**config.mk**
```make
export PLATFORM = sky130hd
export DESIGN_NAME = clause_bank
export DESIGN_NICKNAME = d
export VERILOG_FILES = /design/src/rtl/sat_pkg.sv /design/src/rtl/slot_select.sv /design/src/rtl/clause_bank.sv
export SDC_FILE = /design/constraint.sdc
export NUM_CORES = 1
export LEC_CHECK = 0
export ABC_AREA = 1
export BUFFER_PORTS_ARGS = -buffer_cell sky130_fd_sc_hd__buf_4
export CAP_MARGIN = 20
export CORE_MARGIN = 2
export CORE_UTILIZATION = 55
export DETAILED_ROUTE_END_ITERATION = 7
export GPL_TIMING_DRIVEN = 1
export PLACE_DENSITY = 0.83
export SLEW_MARGIN = 20
export SYNTH_ARGS = -nofsm -noshare
export SYNTH_HDL_FRONTEND = slang
export SYNTH_SLANG_ARGS = --single-unit
```
**constraint.sdc**
```tcl
create_clock -name clk -period 6.1 [get_ports clk]
set_clock_uncertainty 0.15 [all_clocks]
set_input_delay 0.305 -clock clk [delete_from_list [all_inputs] [get_ports clk]]
set_output_delay 0.305 -clock clk [all_outputs]
set_load 0.01 [all_outputs]
```
**src/rtl/sat_pkg.sv**
```systemverilog
// Shared types for the clause store: literal codes, FSM states and slot record.
package sat_pkg;

    localparam int SLOT_VARS  = 8;
    localparam int SLOT_LEN_W = 4;

    localparam logic [1:0] LIT_ABSENT = 2'd0;
    localparam logic [1:0] LIT_POS    = 2'd1;
    localparam logic [1:0] LIT_NEG    = 2'd2;
    localparam logic [1:0] LIT_RSVD   = 2'd3;

    typedef enum logic {
        ST_IDLE,
        ST_CLEAR
    } state_t;

    typedef struct packed {
        logic [2*SLOT_VARS-1:0] lits;
        logic [SLOT_LEN_W-1:0]  len;
        logic                   learnt;
    } slot_t;

endpackage

```
**src/rtl/slot_select.sv**
```systemverilog
// Picks the next learnt-insert slot: lowest empty slot, else the first
// learnt slot at or after the victim pointer (wrapping).
module slot_select #(
    parameter int NUM_CLAUSES = 8
) (
    input  logic [NUM_CLAUSES-1:0]         empty,
    input  logic [NUM_CLAUSES-1:0]         learnt,
    input  logic [$clog2(NUM_CLAUSES)-1:0] vptr,
    output logic [NUM_CLAUSES-1:0]         sel
);

    logic found;
    int   j;

    always_comb begin
        sel   = '0;
        found = 1'b0;
        j     = 0;
        for (int i = 0; i < NUM_CLAUSES; i++) begin
            if (!found && empty[i]) begin
                sel[i] = 1'b1;
                found  = 1'b1;
            end
        end
        for (int k = 0; k < NUM_CLAUSES; k++) begin
            j = int'(vptr) + k;
            if (j >= NUM_CLAUSES) j = j - NUM_CLAUSES;
            if (!found && learnt[j]) begin
                sel[j] = 1'b1;
                found  = 1'b1;
            end
        end
    end

endmodule

```
**src/rtl/clause_bank.sv**
```systemverilog
// Clause storage with direct original writes, learnt inserts with
// round-robin eviction, a learnt-clearing sweep and registered reads.
module clause_bank
    import sat_pkg::*;
#(
    parameter int NUM_CLAUSES = 8,
    parameter int NUM_VARS    = 8,
    parameter int WIDTH_C_LEN = 4
) (
    input  logic                             clk,
    input  logic                             rst,
    input  logic [NUM_CLAUSES-1:0]           wr_i,
    input  logic [NUM_VARS*2-1:0]            clause_i,
    input  logic [WIDTH_C_LEN-1:0]           clause_len_i,
    input  logic                             learnt_valid_i,
    output logic                             learnt_ready_o,
    input  logic                             rd_en_i,
    input  logic [$clog2(NUM_CLAUSES)-1:0]   rd_idx_i,
    output logic                             rd_valid_o,
    output logic [NUM_VARS*2-1:0]            rd_clause_o,
    output logic [WIDTH_C_LEN-1:0]           rd_len_o,
    output logic                             rd_learnt_o,
    input  logic                             clear_learnt_i,
    output logic [NUM_CLAUSES-1:0]           learntc_insert_index_o,
    output logic                             insert_done_o,
    output logic [$clog2(NUM_CLAUSES)-1:0]   insert_slot_o,
    output logic                             evicted_o,
    output logic [$clog2(NUM_CLAUSES+1)-1:0] free_cnt_o,
    output logic                             full_o
);

    localparam int IW = $clog2(NUM_CLAUSES);
    localparam int CW = $clog2(NUM_CLAUSES + 1);

    // Slot record widths come from sat_pkg; parameters must stay in step.
    slot_t            slots [NUM_CLAUSES];
    state_t           state;
    logic [IW-1:0]    vptr;
    logic [IW-1:0]    cl_idx;
    logic [IW-1:0]    ins_slot;
    logic [NUM_CLAUSES-1:0] empty;
    logic [NUM_CLAUSES-1:0] learnt;
    logic [CW-1:0]    free_now;
    logic             accept;
    logic             do_insert;
    logic             ins_occupied;

    always_comb begin
        free_now = '0;
        for (int i = 0; i < NUM_CLAUSES; i++) begin
            empty[i]  = (slots[i].len == '0);
            learnt[i] = slots[i].learnt;
            free_now  = free_now + CW'(empty[i]);
        end
    end

    slot_select #(
        .NUM_CLAUSES(NUM_CLAUSES)
    ) u_sel (
        .empty (empty),
        .learnt(learnt),
        .vptr  (vptr),
        .sel   (learntc_insert_index_o)
    );

    always_comb begin
        ins_slot = '0;
        for (int i = 0; i < NUM_CLAUSES; i++) begin
            if (learntc_insert_index_o[i]) ins_slot = IW'(i);
        end
    end

    assign learnt_ready_o = (state == ST_IDLE) && (wr_i == '0)
                         && (|learntc_insert_index_o);
    assign accept       = learnt_valid_i && learnt_ready_o;
    // Zero-length learnt clauses complete the handshake but store nothing.
    assign do_insert    = accept && (clause_len_i != '0);
    assign ins_occupied = (slots[ins_slot].len != '0);

    always_ff @(posedge clk or posedge rst) begin
        if (rst) begin
            for (int i = 0; i < NUM_CLAUSES; i++) slots[i] <= '0;
            state         <= ST_IDLE;
            vptr          <= '0;
            cl_idx        <= '0;
            insert_done_o <= 1'b0;
            insert_slot_o <= '0;
            evicted_o     <= 1'b0;
        end else begin
            insert_done_o <= do_insert;
            evicted_o     <= do_insert && ins_occupied;
            unique case (state)
                ST_IDLE: begin
                    if (clear_learnt_i) begin
                        state  <= ST_CLEAR;
                        cl_idx <= '0;
                    end
                end
                ST_CLEAR: begin
                    if (slots[cl_idx].learnt) begin
                        slots[cl_idx].len    <= '0;
                        slots[cl_idx].learnt <= 1'b0;
                    end
                    if (cl_idx == IW'(NUM_CLAUSES - 1)) begin
                        state  <= ST_IDLE;
                        vptr   <= '0;
                        cl_idx <= '0;
                    end else begin
                        cl_idx <= cl_idx + 1'b1;
                    end
                end
                default: state <= ST_IDLE;
            endcase
            if (do_insert) begin
                slots[ins_slot] <= '{lits: clause_i, len: clause_len_i,
                                     learnt: 1'b1};
                insert_slot_o   <= ins_slot;
                if (ins_occupied) begin
                    vptr <= (ins_slot == IW'(NUM_CLAUSES - 1))
                          ? '0 : ins_slot + 1'b1;
                end
            end
            // Direct writes come last so they win over a same-edge sweep.
            for (int k = 0; k < NUM_CLAUSES; k++) begin
                if (wr_i[k]) begin
                    slots[k] <= '{lits: clause_i, len: clause_len_i,
                                 learnt: 1'b0};
                end
            end
        end
    end

    always_ff @(posedge clk or posedge rst) begin
        if (rst) begin
            rd_valid_o  <= 1'b0;
            rd_clause_o <= '0;
            rd_len_o    <= '0;
            rd_learnt_o <= 1'b0;
        end else begin
            rd_valid_o <= rd_en_i;
            if (rd_en_i) begin
                if (int'(rd_idx_i) < NUM_CLAUSES) begin
                    {rd_clause_o, rd_len_o, rd_learnt_o} <= slots[rd_idx_i];
                end else begin
                    {rd_clause_o, rd_len_o, rd_learnt_o} <= '0;
                end
            end
        end
    end

    always_ff @(posedge clk or posedge rst) begin
        if (rst) begin
            free_cnt_o <= CW'(NUM_CLAUSES);
            full_o     <= 1'b0;
        end else begin
            free_cnt_o <= free_now;
            full_o     <= (free_now == '0);
        end
    end

endmodule

```
---- Yosys cells after proc, flatten, opt, wreduce, memory -nomap -nowiden ----
Index checks and enable logic that the tools add are counted.
operators by class
  order comparisons ....................... 29
  muxes and demuxes ....................... 125
  add/subtract/negate cells ............... 24
  reduce and logical (&&, ||, !) cells .... 58
  bitwise gates (word level) .............. 12
  eq/ne operators ......................... 3
operators with widths
  kind                                                         count
  bitwise mux 168 bit                                          3
  two-way mux 168 bit                                          3
  >= comparator 32 x 1 -> 1 bit, second input constant         8
  less-than comparator 32 x 5 -> 1 bit, second input constant  8
  two-way mux 32 bit                                           8
  two-way mux 21 bit                                           11
  >= comparator 32 x 5 -> 1 bit, second input constant         7
  subtractor 32 x 5 -> 32 bit, second input constant           7
  binary-select mux 21 bit (select 3 bit)                      3
  demux 21 bit (select 3 bit)                                  3
  two-way mux 8 bit                                            8
  bitwise OR 8 bit                                             8
  two-way mux 1 bit                                            52
  two-way mux 3 bit                                            13
  zero test 4 bit                                              9
  logical AND 1 bit                                            30
  binary-select mux 1 bit (select 3 bit)                       8
  demux 1 bit (select 3 bit)                                   8
  adder 3 x 3 -> 4 bit, second input constant                  4
  adder 4 x 1 -> 4 bit                                         4
  zero test 1 bit                                              15
  two-way mux 5 bit                                            3
  >= comparator 4 bit, second input constant                   3
  inverter 3 -> 4 bit                                          3
  other kinds (17)                                             22
storage, ports and cells
  input port bits ......................... 36
  register bits ........................... 207
  word-level logic and storage cells ...... 287

---- Logic depth before layout (Yosys ltp) ----
  depth after elaboration ................. 62
  depth in mapped cells ................... 31
  mapped depth without buffers ............ 30

---- Modules after synthesis ----
From an unflattened synthesis, not the netlist that was laid out.
unflattened totals
  cell total of the unflattened synthesis .. 1,466
  area total of the unflattened synthesis .. 11,332.1 um^2
by module, submodules not included
  module       sequential area each (um^2)  cells each  times used  area an instance (um^2)
  clause_bank  5,181.2                      1,181       1           9,793.1
  slot_select  0.0                          285         1           1,539.0

---- Least setup slack after synthesis ----
No wires, ideal clock.
  path type ............................... reg-to-reg
  from .................................... register vptr[0]
  to ...................................... register slots[100] in the netlist's numbering
  required time ........................... 5.825 ns
  arrival ................................. 3.775 ns
  setup slack ............................. 2.050 ns
  period minus slack after synthesis ...... 4.050 ns
  cell stages (with the launch flop) ...... 22
  path through ............................ dfrtp_1 > inv_2 > clkbuf_1 > ha_1 > inv_1 > buf_2 > nand2_1 > nand3_1 > nand2_2 > nor3_4 > nand4_2 > nor2_2 > buf_4 > nand3_1 > o2111ai_1 > nor2_1 > a21oi_4 > nand2_8 > nand2_2 > nand2_4 > buf_6 > mux2_4
on the way
  elaborated cells between the ends (all ways) .. 153
  classes of those cells .................. add/sub: 15; order compare: 26; mux: 75; bitwise: 9; reduce/logical: 28
RTL lines
  element                                                                               RTL line            text
  start, declared                                                                       clause_bank.sv:38   logic [IW-1:0] vptr;
  start signal, assigned                                                                clause_bank.sv:119  vptr <= (ins_slot == IW'(NUM_CLAUSES - 1))
  parallel branches: the longest is 27 deep, another holds subtractor 32 x 5 -> 32 bit  -
  two-way mux 8 bit *                                                                   slot_select.sv:28   if (!found && learnt[j]) begin
  named net learntc_insert_index_o[0]                                                   clause_bank.sv:24   output logic [NUM_CLAUSES-1:0] learntc_insert_index_o,
  OR reduction 8 bit *                                                                  clause_bank.sv:74   && (|learntc_insert_index_o);
  logical AND 1 bit *                                                                   clause_bank.sv:74
  named net learnt_ready_o                                                              clause_bank.sv:16   output logic learnt_ready_o,
  logical AND 1 bit *                                                                   clause_bank.sv:75   assign accept = learnt_valid_i && learnt_ready_o;
  logical AND 1 bit *                                                                   clause_bank.sv:77   assign do_insert = accept && (clause_len_i != '0);
  two-way mux 168 bit *                                                                 clause_bank.sv:114  if (do_insert) begin
  two-way mux 21 bit *                                                                  clause_bank.sv:125  if (wr_i[k]) begin
  end signal, assigned by index                                                         clause_bank.sv:115  slots[ins_slot] <= '{lits: clause_i, len: clause_len_i,
  end signal, assigned by index                                                         clause_bank.sv:126  slots[k] <= '{lits: clause_i, len: clause_len_i,
  end, declared                                                                         clause_bank.sv:36   slot_t slots [NUM_CLAUSES];
Mark *: on every way through the listed nets, which the timed path passes. The select of a mux whose other input is x is not followed.
A chain may end at the register's enable or synchronous reset.

---- Final worst setup path ----
  from .................................... register vptr[1]
  to ...................................... register slots[72] in the netlist's numbering
on the way
  cells in the longest elaborated chain, start to end .. 43
  elaborated cells between the ends (all ways) .. 153
  classes of those cells .................. add/sub: 15; order compare: 26; mux: 75; bitwise: 9; reduce/logical: 28
RTL lines
  element                                                                                           RTL line            text
  parallel branches: the longest is 27 deep, another holds subtractor 32 x 5 -> 32 bit              -
  two-way mux 8 bit *                                                                               slot_select.sv:28
  two-way mux 1 bit                                                                                 clause_bank.sv:69   if (learntc_insert_index_o[i]) ins_slot = IW'(i);
  two-way mux 3 bit (6 in a row)                                                                    clause_bank.sv:69
  inverter 3 -> 4 bit (implied by the code)                                                         clause_bank.sv:115
  >= comparator 4 bit (implied by the code) or less-than comparator 4 x 1 -> 1 bit (tied branches)  clause_bank.sv:115
  logical AND 1 bit (implied by the code)                                                           clause_bank.sv:115
  two-way mux 21 bit (implied by the code)                                                          clause_bank.sv:115
  demux 21 bit (select 3 bit)                                                                       clause_bank.sv:115
  bitwise mux 168 bit                                                                               clause_bank.sv:115
  two-way mux 168 bit *                                                                             clause_bank.sv:114
  two-way mux 21 bit *                                                                              clause_bank.sv:125
Mark *: on every way between the ends. The select of a mux whose other input is x is not followed.

==> results.sh <==
export IMPL_wl_per_cell_um=20.0
export IMPL_p_seq_share_pct=37.0
export IMPL_criticalPathCategory="reg2reg"
export IMPL_rows=54
export IMPL_path_buf_inv=4
export IMPL_synth_distinct_cells=53
export IMPL_portBuffers=76
export IMPL_comb_power_share_pct=37.1
export IMPL_synthToLayoutAreaGrowth_pct=14.0
export IMPL_critPathMostFrequentCell="nand2_1"
export IMPL_synthTopCellsByArea="dfrtp_1 (43%), nand2_1 (6.7%), nor2_1 (6.2%), mux2_4 (5.7%), a21oi_1 (5.5%)"
export IMPL_die_y_um=152
export IMPL_synth_top_area_cell="dfrtp_1"
export IMPL_vias=11000
export IMPL_grt_pass1_wl_mm=57.7
export IMPL_cp_start_kind="flop"
export IMPL_grt_setup_unrepaired="false"
export IMPL_critPathCaptureType="flop"
export IMPL_grt_pass1_vias=10700
export IMPL_swShare_pct=37.6
export IMPL_cts_sinks=207
export IMPL_clock_latency_ps=530
export IMPL_finalHoldViolations=0
export IMPL_crit_fanout=20
export IMPL_fmaxAchievable_mhz=184
export IMPL_grt_ovfl_total=0
export IMPL_synth_area_per_cell_um2=8.17
export IMPL_maxSlewViolCount=0
export IMPL_vias_per_cell=6.02
export IMPL_synth_edf_count=0
export IMPL_syn_cell_area_um2=12000
export IMPL_clkTransAtPathRegs_ps=60
export IMPL_worst_ep_required_time_ps=6350
export IMPL_core_um2=21600
export IMPL_antenna_found_initial=0
export IMPL_worstPathCellList="inv_1 -> ha_1 -> inv_1 -> nand2_1 -> nand2_1 -> nor2_1 -> a31oi_1 -> inv_2 -> nand2_1 -> nor2_1 -> nor2_1 -> nand2_1 -> nor2_1 -> nand2_1 -> nand2_1 -> nand2_1 -> buf_4 -> nand2_1 -> nand2_1 -> nand3_1 -> nand2_1"
export IMPL_syn_inst=1473
export IMPL_synth_top_area_share_pct=42.9
export IMPL_power_density_nw_per_um2=387
export IMPL_ir_worst_vdd_mv=0.241
export IMPL_crit_family="simple AND/OR/NAND/NOR gates"
export IMPL_clockBufferDepth=3
export IMPL_ys_flop_type="dfrtp_1"
export IMPL_hpwl_mm=24.0
export IMPL_grt_use_total_pct=31.1
export IMPL_seq_area_frac_synth_pct=43.1
export IMPL_dr_pass1_iters=6
export IMPL_drc_errors=0
export IMPL_cts_tree="built"
export IMPL_crit_path_max_incr_delay_ps=590
export IMPL_htree_levels=1
export IMPL_die_area_um2=23100
export IMPL_hold_path_class="in2reg"
export IMPL_critPathSlowestCell="nand2_1"
export IMPL_cts_root_buf="clkbuf_16"
export IMPL_nets=1592
export IMPL_grt_max_degree=190
export IMPL_synth_warnings=0
export IMPL_setup_viol=0
export IMPL_p_sw_mw=1.99
export IMPL_holdWs_ps=39.1
export IMPL_power_frac_clock_pct=25.8
export IMPL_status="finished clean"
export IMPL_start_util_pct=55.6
export IMPL_synth_most_common_cell="nand2_1"
export IMPL_ioPinCount=77
export IMPL_maxSlewHeadroom_pct=31.8
export IMPL_power_leakage_nw=6.82
export IMPL_final_layout_size_suffix_gt1_share_pct=14.0
export IMPL_setup_tns_ps=0
export IMPL_drtIter0Drc=1099
export IMPL_synthArstFlopShare_pct=100
export IMPL_p_int_mw=3.31
export IMPL_period_needed_ps=5430
export IMPL_synth_cells_most_frequent="nand2_1 (215), dfrtp_1 (206), nor2_1 (198)"
export IMPL_arrival_ps=5680
export IMPL_ant_nets=0
export IMPL_wirelength_mm=36.7
export IMPL_synthesis_nets=1530
export IMPL_worstMarginPinSlew_ps=1020
export IMPL_chipWidth_um=152
export IMPL_gp_congestion=1.02
export IMPL_antenna_cells=0
export IMPL_cts_made_buffers=23
export IMPL_yosys_register_bits=207
export IMPL_cap_violations=0
export IMPL_fin_crit_sh_pct=89.1
## cell families after synthesis
group / Yosys count / share of synthesized area, %
mux: 88 / 9.38
flops: 207 / 43.1
compound gates: 305 / 14.1
buf+inv: 242 / 8.51
simple gates: 606 / 22.3
xor+xnor: 4 / 0.291
fa+ha+maj: 21 / 2.43
## metal layers
metal | global-route usage, % | up-vias | routed length [um]
li1 | - | 5016 | -
met1 | 41.7 | 5236 | 14700
met2 | 49.2 | 603 | 16800
met3 | 5.16 | 160 | 3140
met4 | 16.0 | 0 | 2010
met5 | 0 | - | 0
## worst register-to-register path, delay by kind of cell, from the launching register on
family	cells	cell delay, ps
DFF	1	530
and+or+nand+nor	15	2830
adders and majority gates	1	490
buffers and inverters	4	910
AOI/OAI and AO/OA	1	400
## stage by stage
| stage | utilization [%] | worst slack (ps) | power, mW | cells | cell area, um2 |
|---|---|---|---|---|---|
| 3_5_place_dp | 58.4 | 512 | 3.87 | 1759 | 12600 |
| 5_1_grt | 63.4 | 71.7 | 5.60 | 1829 | 13700 |
| 6_report | 63.4 | 666 | 5.30 | 1829 | 13700 |
| 3_3_place_gp | 58.4 | 563 | 3.82 | 1759 | 12600 |
| 4_1_cts | 63.2 | 507 | 5.26 | 1828 | 13700 |
| 2_1_floorplan | - | 2050 | 3.34 | 1473 | 12000 |
## flip-flops by register name, indices dropped and copies added (netlist names)
register	count
vptr	3
free_cnt_o	4
cl_idx	3
learnt	8
evicted_o	1
slots	160
insert_done_o	1
state	1
rd_valid_o	1
insert_slot_o	3
rd_len_o	4
rd_learnt_o	1
rd_clause_o	16
full_o	1
## cell type report
cell class | count | area, um2
clock buffers | 33 | 663
clock inverters | 6 | 68.8
fillers | 1779 | 7910
inverters | 162 | 617
multi-input cells | 1024 | 5840
flip-flops and latches | 207 | 5180
well taps | 280 | 350
repair buffers | 117 | 986
## timing repair
action | in CTS | in global routing
hold buffers | 30 | 0
endpoints found under the setup margin | 0 | 39
setup buffers | 0 | 0
endpoints found under the hold margin | 182 | 0
gates resized for setup | 0 | 4
## layout by cell type, fill, tap and decap left out, drive strengths merged, types with 18 or more instances in the layout
cell type | netlist | routed
mux2 | 57 | 57
nor3 | 18 | 18
inv | 160 | 162
buf | 34 | 87
dlygate4sd3 | 0 | 30
o21ai | 119 | 119
mux2i | 31 | 31
nor2 | 201 | 201
nand2 | 236 | 236
nand4 | 27 | 27
dfrtp | 206 | 206
nand3 | 119 | 119
clkbuf | 46 | 33
o211ai | 33 | 33
a21oi | 132 | 132
## power groups by stage
stage	registers (mW)	logic, mW	clock network [mW]
3_5_place_dp	1.97	1.91	0
6_report	1.96	1.97	1.37
5_1_grt	2.00	2.17	1.43
2_1_floorplan	1.91	1.42	0
3_3_place_gp	1.95	1.87	0
4_1_cts	1.95	1.93	1.38
## final timing paths
path                                   to       from  depth (start not counted)  slack (ps)
setup / recovery                slots[72]    vptr[1]                         21         670
hold / removal                 rd_valid_o    rd_en_i                          1          40
setup reg to reg                slots[72]    vptr[1]                         21         670
hold reg to reg                 slots[83]  slots[83]                          2         340
max in group asynchronous  rd_clause_o[0]        rst                          5        4240
min in group asynchronous           state        rst                          3         200
Note: power is estimated with default switching activity, not from simulation.
